[src/rtl/exe_stage.sv]
// ARM execute stage: operand forwarding, Val2 generation, ALU, branch target and NZCV register.
// Optional FORWARDING_EN routes sel_src_1/sel_src_2 through the forward muxes.
module exe_stage #(
    parameter int WIDTH = 32
) (
    input  logic             clk,
    input  logic             rst,
    input  logic             stall,
    input  logic             imm_in,
    input  logic             s_in,
    input  logic             b_in,
    input  logic             MEM_r_en_in,
    input  logic             MEM_w_en_in,
    input  logic             WB_enable_in,
    input  logic [3:0]       exec_cmd_in,
    input  logic [3:0]       dest_in,
    input  logic [11:0]      shift_operand_in,
    input  logic [23:0]      signed_immed_24_in,
    input  logic [WIDTH-1:0] pc_in,
    input  logic [WIDTH-1:0] val_rn_in,
    input  logic [WIDTH-1:0] val_rm_in,
    input  logic [1:0]       sel_src_1,
    input  logic [1:0]       sel_src_2,
    input  logic [WIDTH-1:0] mem_fwd_val,
    input  logic [WIDTH-1:0] wb_fwd_val,
    output logic [3:0]       status_out,
    output logic             branch_taken,
    output logic [WIDTH-1:0] branch_addr,
    output logic             WB_enable_out,
    output logic             MEM_r_en_out,
    output logic             MEM_w_en_out,
    output logic [WIDTH-1:0] alu_res_out,
    output logic [WIDTH-1:0] val_rm_out,
    output logic [3:0]       dest_out
);

    localparam logic [3:0] CMD_MOV = 4'b0001;
    localparam logic [3:0] CMD_MVN = 4'b1001;
    localparam logic [3:0] CMD_ADD = 4'b0010;
    localparam logic [3:0] CMD_ADC = 4'b0011;
    localparam logic [3:0] CMD_SUB = 4'b0100;
    localparam logic [3:0] CMD_SBC = 4'b0101;
    localparam logic [3:0] CMD_AND = 4'b0110;
    localparam logic [3:0] CMD_ORR = 4'b0111;
    localparam logic [3:0] CMD_EOR = 4'b1000;

    logic [3:0]       status_q, status_d;
    logic [WIDTH-1:0] alu_res_q, alu_res_d;
    logic [WIDTH-1:0] val_rm_q, val_rm_d;
    logic [3:0]       dest_q, dest_d;
    logic             wb_en_q, wb_en_d;
    logic             mem_r_q, mem_r_d;
    logic             mem_w_q, mem_w_d;

    logic [WIDTH-1:0] op_a, op_rm, val2, res;
    logic [2*WIDTH-1:0] rot_dbl;
    logic [4:0]       rot_amt, sh_amt;
    logic [3:0]       cmd;
    logic [WIDTH:0]   sum;
    logic             mem_op, cin, flag_c, flag_v;

    always_comb begin
`ifdef FORWARDING_EN
        case (sel_src_1)
            2'b01:   op_a = mem_fwd_val;
            2'b10:   op_a = wb_fwd_val;
            default: op_a = val_rn_in;
        endcase
        case (sel_src_2)
            2'b01:   op_rm = mem_fwd_val;
            2'b10:   op_rm = wb_fwd_val;
            default: op_rm = val_rm_in;
        endcase
`else
        op_a  = val_rn_in;
        op_rm = val_rm_in;
`endif
    end

    assign mem_op = MEM_r_en_in | MEM_w_en_in;

    // Val2: rotations use a doubled word so a zero amount needs no special case.
    always_comb begin
        rot_amt = {shift_operand_in[11:8], 1'b0};
        sh_amt  = shift_operand_in[11:7];
        rot_dbl = '0;
        val2    = op_rm;
        if (mem_op) begin
            val2 = {{(WIDTH-12){1'b0}}, shift_operand_in};
        end else if (imm_in) begin
            rot_dbl = {{(WIDTH-8){1'b0}}, shift_operand_in[7:0],
                       {(WIDTH-8){1'b0}}, shift_operand_in[7:0]} >> rot_amt;
            val2    = rot_dbl[WIDTH-1:0];
        end else begin
            case (shift_operand_in[6:5])
                2'b00: val2 = op_rm << sh_amt;
                2'b01: val2 = op_rm >> sh_amt;
                2'b10: val2 = WIDTH'($signed(op_rm) >>> sh_amt);
                default: begin
                    rot_dbl = {op_rm, op_rm} >> sh_amt;
                    val2    = rot_dbl[WIDTH-1:0];
                end
            endcase
        end
    end

    // Subtraction is A + ~B + carry so C falls out as NOT borrow.
    always_comb begin
        cmd    = mem_op ? CMD_ADD : exec_cmd_in;
        cin    = status_q[1];
        sum    = '0;
        res    = '0;
        flag_c = status_q[1];
        flag_v = status_q[0];
        case (cmd)
            CMD_MOV: res = val2;
            CMD_MVN: res = ~val2;
            CMD_AND: res = op_a & val2;
            CMD_ORR: res = op_a | val2;
            CMD_EOR: res = op_a ^ val2;
            CMD_ADD, CMD_ADC: begin
                sum    = {1'b0, op_a} + {1'b0, val2}
                       + {{WIDTH{1'b0}}, (cmd == CMD_ADC) & cin};
                res    = sum[WIDTH-1:0];
                flag_c = sum[WIDTH];
                flag_v = (op_a[WIDTH-1] == val2[WIDTH-1]) && (res[WIDTH-1] != op_a[WIDTH-1]);
            end
            CMD_SUB, CMD_SBC: begin
                sum    = {1'b0, op_a} + {1'b0, ~val2}
                       + {{WIDTH{1'b0}}, (cmd == CMD_SUB) | cin};
                res    = sum[WIDTH-1:0];
                flag_c = sum[WIDTH];
                flag_v = (op_a[WIDTH-1] != val2[WIDTH-1]) && (res[WIDTH-1] != op_a[WIDTH-1]);
            end
            default: res = '0;
        endcase
    end

    always_comb begin
        status_d  = status_q;
        alu_res_d = alu_res_q;
        val_rm_d  = val_rm_q;
        dest_d    = dest_q;
        wb_en_d   = wb_en_q;
        mem_r_d   = mem_r_q;
        mem_w_d   = mem_w_q;
        if (!stall) begin
            alu_res_d = res;
            val_rm_d  = op_rm;
            dest_d    = dest_in;
            wb_en_d   = WB_enable_in;
            mem_r_d   = MEM_r_en_in;
            mem_w_d   = MEM_w_en_in;
            if (s_in)
                status_d = {res[WIDTH-1], res == '0, flag_c, flag_v};
        end
    end

    always_ff @(posedge clk) begin
        if (rst) begin
            status_q  <= '0;
            alu_res_q <= '0;
            val_rm_q  <= '0;
            dest_q    <= '0;
            wb_en_q   <= 1'b0;
            mem_r_q   <= 1'b0;
            mem_w_q   <= 1'b0;
        end else begin
            status_q  <= status_d;
            alu_res_q <= alu_res_d;
            val_rm_q  <= val_rm_d;
            dest_q    <= dest_d;
            wb_en_q   <= wb_en_d;
            mem_r_q   <= mem_r_d;
            mem_w_q   <= mem_w_d;
        end
    end

    assign branch_taken  = b_in;
    assign branch_addr   = pc_in + {{(WIDTH-26){signed_immed_24_in[23]}}, signed_immed_24_in, 2'b00};
    assign status_out    = status_q;
    assign alu_res_out   = alu_res_q;
    assign val_rm_out    = val_rm_q;
    assign dest_out      = dest_q;
    assign WB_enable_out = wb_en_q;
    assign MEM_r_en_out  = mem_r_q;
    assign MEM_w_en_out  = mem_w_q;

endmodule

[config.mk]
export PLATFORM = sky130hd
export DESIGN_NAME = exe_stage
export DESIGN_NICKNAME = d
export VERILOG_FILES = /design/src/rtl/exe_stage.sv
export SDC_FILE = /design/constraint.sdc
export NUM_CORES = 1
export LEC_CHECK = 0
export ABC_AREA = 0
export CAP_MARGIN = 20
export CORE_MARGIN = 5
export CORE_UTILIZATION = 45
export CTS_CLUSTER_SIZE = 10
export DETAILED_ROUTE_END_ITERATION = 12
export MAX_ROUTING_LAYER = met4
export PLACE_DENSITY = 0.77
export SYNTH_ARGS = -nofsm -noshare
export SYNTH_HDL_FRONTEND = slang
export SYNTH_SLANG_ARGS = --single-unit
[constraint.sdc]
create_clock -name clk -period 17.25 [get_ports clk]
set_clock_uncertainty 0.1 [all_clocks]
set_input_delay 2.5875 -clock clk [delete_from_list [all_inputs] [get_ports clk]]
set_output_delay 2.5875 -clock clk [all_outputs]
set_load 0.05 [all_outputs]
# Yosys cells after proc, flatten, opt, wreduce, memory -nomap -nowiden
# Index checks and enable logic that the tools add are counted.
[classes] eq_ne=15 n_addsub=5 n_shift=5 multipliers=0 bitwise_logic=8 n_mux=7 magnitude_cmp=0 div_mod_pow=0 reduce_logical=9
[ops] cell="32-bit one-hot mux with 7 select lines" n=1
[ops] cell="32-bit one-hot mux with 3 select lines" n=1
[ops] cell="32-bit by 32-bit adder with 33-bit output" n=2
[ops] cell="33-bit by 1-bit adder with 33-bit output" n=2
[ops] cell="32-bit 2-to-1 mux" n=2
[ops] cell="64-bit by 5-bit >> shifter with 32-bit output" n=1
[ops] cell="40-bit by 5-bit >> shifter with 32-bit output" n=1
[ops] cell="32-bit adder" n=1
[ops] cell="32-bit AND" n=1
[ops] cell="32-bit zero test" n=1
[ops] cell="32-bit NOT" n=1
[ops] cell="32-bit OR" n=1
[ops] cell="32-bit by 5-bit << shifter with 32-bit output" n=1
[ops] cell="32-bit by 5-bit >> shifter with 32-bit output" n=1
[ops] cell="32-bit by 5-bit >>> shifter with 32-bit output" n=1
[ops] cell="32-bit XOR" n=1
[ops] cell="4-bit by 3-bit == test with 1-bit output (second input constant)" n=4
[ops] cell="4-bit by 2-bit == test with 1-bit output (second input constant)" n=2
[ops] cell="4-bit == test (second input constant)" n=2
[ops] cell="4-bit by 1-bit == test with 1-bit output (second input constant)" n=1
[ops] cell="4-bit 2-to-1 mux" n=1
[ops] cell="1-bit one-hot mux with 2 select lines" n=2
[ops] cell="2-bit OR reduction" n=2
[ops] cell="1-bit != test" n=3
[ops] cell="11 further kinds" n=13
[word_totals] word_cells=57 memories=0 in_bits=217 register_bits=75 output_inout_bits=108 mem_bits_ro=0 ramBits=0 latchBits=0

# Logic depth before layout (Yosys ltp)
[logic_depth] word_depth=10 depth_mapped=27 ltp_nobuf=23

# Worst setup path after synthesis
# OpenSTA, ideal clock, no wires.
[synth_path] path_type="input port to output port" from="input port signed_immed_24_in[0]" to="output port branch_addr[30]" t_arrival_ps=5585 slack_ps=8978 path_stages=15 n_path_buf=0 required_time_ps=14562 path_cell_list="ha_1 inv_1 fa_1 nor2b_1 o21ai_0 a21boi_0 o21ai_0 a21boi_0 o2111ai_1 a21oi_1 o21ai_0 a31oi_1 nor3_1 o21bai_1 xor2_1"
[synth_between] elab_chain_len=1
[synth_rtl] item="start, declared" line_no="18" rtl="input logic [23:0] signed_immed_24_in,"
[synth_rtl] item="32-bit adder" line_no="180" rtl="assign branch_addr = pc_in + {{(WIDTH-26){signed_immed_24_in[23]}}, signed_immed_24_in, 2'b00};"
[synth_rtl] item="end, declared" line_no="28" rtl="output logic [WIDTH-1:0] branch_addr,"
# Every way passes these cells.

# Final worst setup path
[layout_path] from="input port shift_operand_in[7]" to="register status_q[2], in the netlist status_out[2]"
[layout_between] elab_chain_len=9 elab_cells_between_ends=18 classes_between="4 x add/sub; 5 x shift; 4 x mux; 4 x bitwise; 1 x reduce/logical"
[layout_rtl] item="start, declared" line_no="17" rtl="input logic [11:0] shift_operand_in,"
[layout_rtl] item="64-bit by 5-bit >> shifter with 32-bit output, or another cell as far along" line_no="100" rtl="rot_dbl = {op_rm, op_rm} >> sh_amt;"
[layout_rtl] item="32-bit one-hot mux with 3 select lines" line_no="95" rtl="case (shift_operand_in[6:5])"
[layout_rtl] item="32-bit 2-to-1 mux" line_no="90" rtl="end else if (imm_in) begin"
[layout_rtl] item="32-bit 2-to-1 mux *" line_no="88" rtl="if (mem_op) begin"
[layout_rtl] item="32-bit NOT" line_no="117, 129"
[layout_rtl] item="32-bit by 32-bit adder with 33-bit output" line_no="129" rtl="sum = {1'b0, op_a} + {1'b0, ~val2}"
[layout_rtl] item="33-bit by 1-bit adder with 33-bit output" line_no="130" rtl="+ {{WIDTH{1'b0}}, (cmd == CMD_SUB) | cin};"
[layout_rtl] item="32-bit one-hot mux with 7 select lines *" line_no="115" rtl="case (cmd)"
[layout_rtl] item="32-bit zero test *" line_no="155" rtl="status_d = {res[WIDTH-1], res == '0, flag_c, flag_v};"
[layout_rtl] item="end signal, assigned" line_no="169" rtl="status_q <= status_d;"
[layout_rtl] item="end, declared" line_no="47" rtl="logic [3:0] status_q, status_d;"
# Mark *: on every way between the ends. The rest lies on a longest branch, timed or not.
# A chain may end at the register's enable or synchronous reset.

==> results by group <==
Worst setup path
  – Critical Path Start Type: input port
  – Reg2reg end: status_out[2]
  – Worst path slowest cell: buf_4
  – Critical path cell sequence: buf_4 > buf_4 > mux4_2 > nor2_1 > a31oi_1 > a2111oi_0 > o21ai_0 > nand2_1 > ha_1 > a21oi_1 > nand3_1 > o31ai_1 > nand3_1 > a311oi_1 > o21bai_1 > a21o_1 > a221oi_1 > o211ai_1 > nor4_1 > nand4_1 > o32ai_1
  – Crit path to: status_out[2]
  – Critical Path Fanout Max: 49
  – CP Data Required Time: 17.41 ns
  – Slowest stage delay, CP: 0.71 ns
  – Worst r2r path cells: 15
  – WP data arrival: 10.36 ns
  – CP endpoint kind: flip-flop
  – Reg-to-reg critical path startpoint: status_out[1]
  – Crit Path Class: input port to flip-flop
  – Launch point of the worst path: shift_operand_in[7]
  – Flop-to-flop setup slack: 11.67 ns

Synth
  – Ys flop type: dfxtp_1
  – Net Count, Synth: 2434
  – Synth Area in Compound Gates: 0.296
  – Count leader, synth: nor2_1
  – Cells after Synth: 2088
  – Ys Warns: 0
  – Largest family of logic cells by synthesized area: compound AO/OA/AOI/OAI gates
  – Average cell area after synthesis: 7.51 um^2
  – Leading area contributor after synthesis: ha_1
  – Mux share of post-synthesis cell area: 0.197
  – Post-synth top cells: nor2_1 (243), nand2_1 (155), a21oi_1 (145)
  – Xor and xnor area share after synthesis: 0.0240
  – Synth top area share: 0.0990
  – Distinct cells, synth: 94
  – Top cells by area, synth: ha_1 (9.9%), dfxtp_1 (9.6%), mux2i_1 (7.3%)
  – Synth Register Bits: 75
  – Post-synth EDFFs: 0
  – Async S/R FF share, synth: 0
  – Simple-Gate Fraction of Synth Area: 0.196
  – Post-Synth Adder-Cell Area: 0.105
  – Mapped cell area: 0.0157 mm^2
  – Post-synthesis sequential area ratio: 0.0958

Clocking
  – Htree depth: 3
  – Sink Count: 75
  – Cts hold-fix bufs: 0
  – Post-CTS Repair Setup Buffers: 0
  – Clock Root Buffer: clkbuf_16
  – Skew-Pair Late Insertion Delay: 0.35 ns
  – Clock Tree Buf Depth: 2
  – Post-cts resize count: 0
  – TritonCTS clock tree: yes
  – Num CTS Buffers: 9
  – CTS clk-pin slew, worst paths: 0.07 ns

Placed design
  – Cell count after placement: 2655
  – PortBufs: 250
  – Final Wtd Congestion: 1.07
  – Dpl ws: 6.93 ns
  – Placed Area: 0.0181 mm^2
  – Final HPWL DP: 55600 um

Finish
  – Area of the multi-input gates: 0.0128 mm^2
  – Post-route cell area: 0.0184 mm^2
  – Reg area: 0.00150 mm^2
  – Filler instances: 3338
  – Area delta synth->final: 17.1%
  – Layout cell share with drive strength beyond 1: 0.0785
  – Layout net count: 2557
  – Final non-filler cell total: 2675

Global routing
  – Global-route wire length before repair: 107000 um
  – GRT Util Overall: 0.366
  – Initial antenna violation count: 2
  – Largest net degree at the start of global routing: 75
  – Grt ovf: 0
  – Vias in the first global route: 16822

STA
  – Slew margin rel.: 0.173
  – Min Tclk post-route: 10.20 ns
  – Final Max Slew Viols: 0
  – Crit share post-route: 0.591
  – FMAX: 98.1 MHz
  – RSZ-0062 raised after global routing: false
  – Fin. Hold Viols: 0
  – Final setup viols: 0
  – Worst-margin pin slew: 1.23 ns
  – Setup slack after layout: 7.05 ns
  – Setup TNS: 0 ns

Die
  – Row cnt: 68
  – Die Y: 197 um
  – Die X: 197 um
  – Die area: 0.0387 mm^2
  – Core footprint: 0.0345 mm^2
  – Io pins: 325
  – Starting Density: 0.455

Routing
  – 1st-iter DRT viols: 2234
  – DRC: 0
  – 1st-pass router iterations: 6
  – Met2 WL: 29900 um
  – Routed WL per cell: 27.0 um
  – Met3 routed WL: 8510 um
  – M1 WL: 30500 um
  – Vias per cell: 6.79
  – Via Count: 18152
  – Post-Route WL: 72300 um
  – Remaining antenna violation count: 0
  – Top sig layer: met4

Power and ir drop
  – VDD IR-drop max: 0.0760 mV
  – Leak: 7.65 nW
  – Power Density: 58.7 mW/mm^2

Job
  – Max Cap Violations: 0

Min path
  – HP Class: flip-flop to flip-flop

Run status
  – Outcome: completed
## layout by cell type (no fill, tap or decap), drive strengths merged, types with 16 or more instances in the layout
| master | netlist | layout |
|---|---|---|
| nor2b | 25 | 25 |
| inv | 118 | 123 |
| o221ai | 18 | 18 |
| clkdlybuf4s50 | 0 | 243 |
| a31oi | 24 | 24 |
| a21oi | 145 | 145 |
| a21o | 41 | 41 |
| mux2i | 115 | 115 |
| a211oi | 45 | 45 |
| and3 | 18 | 18 |
| nand3 | 47 | 47 |
| nand2b | 27 | 27 |
| o211ai | 32 | 32 |
| nor4 | 19 | 19 |
| dfxtp | 75 | 75 |
| xnor2 | 25 | 25 |
| o21a | 16 | 16 |
| mux2 | 40 | 40 |
| o31ai | 18 | 18 |
| mux4 | 62 | 62 |
| nand2 | 156 | 156 |
| ha | 124 | 124 |
| nor3 | 52 | 52 |
| and2 | 16 | 16 |
| a221oi | 25 | 25 |
| xor2 | 18 | 18 |
| nor2 | 244 | 244 |
| buf | 48 | 37 |
| o21ai | 134 | 134 |
## power by group
part	internal (mW)	switching (mW)
sequential	0.186	0.00712
combinational	0.249	0.453
clock	0.0999	0.0838
## worst min-delay path by stage
stage	from	end	slack, ns	cells past startpoint
floorplan	alu_res_out[27]	alu_res_out[27]	0.58	2
global placement	alu_res_out[3]	alu_res_out[3]	0.35	2
detailed placement	alu_res_out[3]	alu_res_out[3]	0.35	2
CTS	status_out[2]	status_out[2]	0.38	2
global route	alu_res_out[16]	alu_res_out[16]	0.39	1
finish	status_out[2]	status_out[2]	0.38	2
## flip-flops by register name, summed over array words and instances, names as in the netlist
signal         count
MEM_w_en_out       1
val_rm_out        32
dest_out           4
MEM_r_en_out       1
WB_enable_out      1
alu_res_out       32
status_out         4
## layout make-up
class	count	share of cell area
antenna	4	0.000545
clock buffer	9	0.0123
clock inverter	7	0.00320
inverter	119	0.0243
multi-input combinational	1726	0.700
sequential	75	0.0818
tap	455	0.0310
timing repair buffer	280	0.147
## metal layers
layer  global-route usage  up-vias
met1                0.508     8703
met5                    -        -
met4                0.138        0
li1                     -     8097
met3               0.0771      166
met2                0.522     1186
## critical path: cells and delay by family
kind	cells	cell delay [ns]
adder cells (fa/ha/maj)	1	0.48
AND/OR/NAND/NOR	6	1.75
AO/OA/AOI/OAI	11	3.63
buffers and inverters	2	1.22
multiplexers	1	0.63
## logic make-up (layout without fill, tap and decap cells)
kind of cell / after synthesis / after routing
flops: 75 / 75
simple gates: 660 / 660
mux: 217 / 217
fa+ha+maj: 129 / 129
compound gates: 677 / 677
buf+inv: 287 / 415
xor+xnor: 43 / 43
other cells: 0 / 4
## stage by stage
step / power [mW] / hold WS, ns / utilization
3_3_place_gp: 0.872 / 0.353 / 0.524
2_1_floorplan: 0.647 / 0.583 / -
6_report: 1.08 / 0.376 / 0.533
5_1_grt: 1.13 / 0.391 / 0.533
3_5_place_dp: 0.876 / 0.354 / 0.524
4_1_cts: 1.06 / 0.377 / 0.533
No activity file was read; power rests on OpenSTA's default activity.
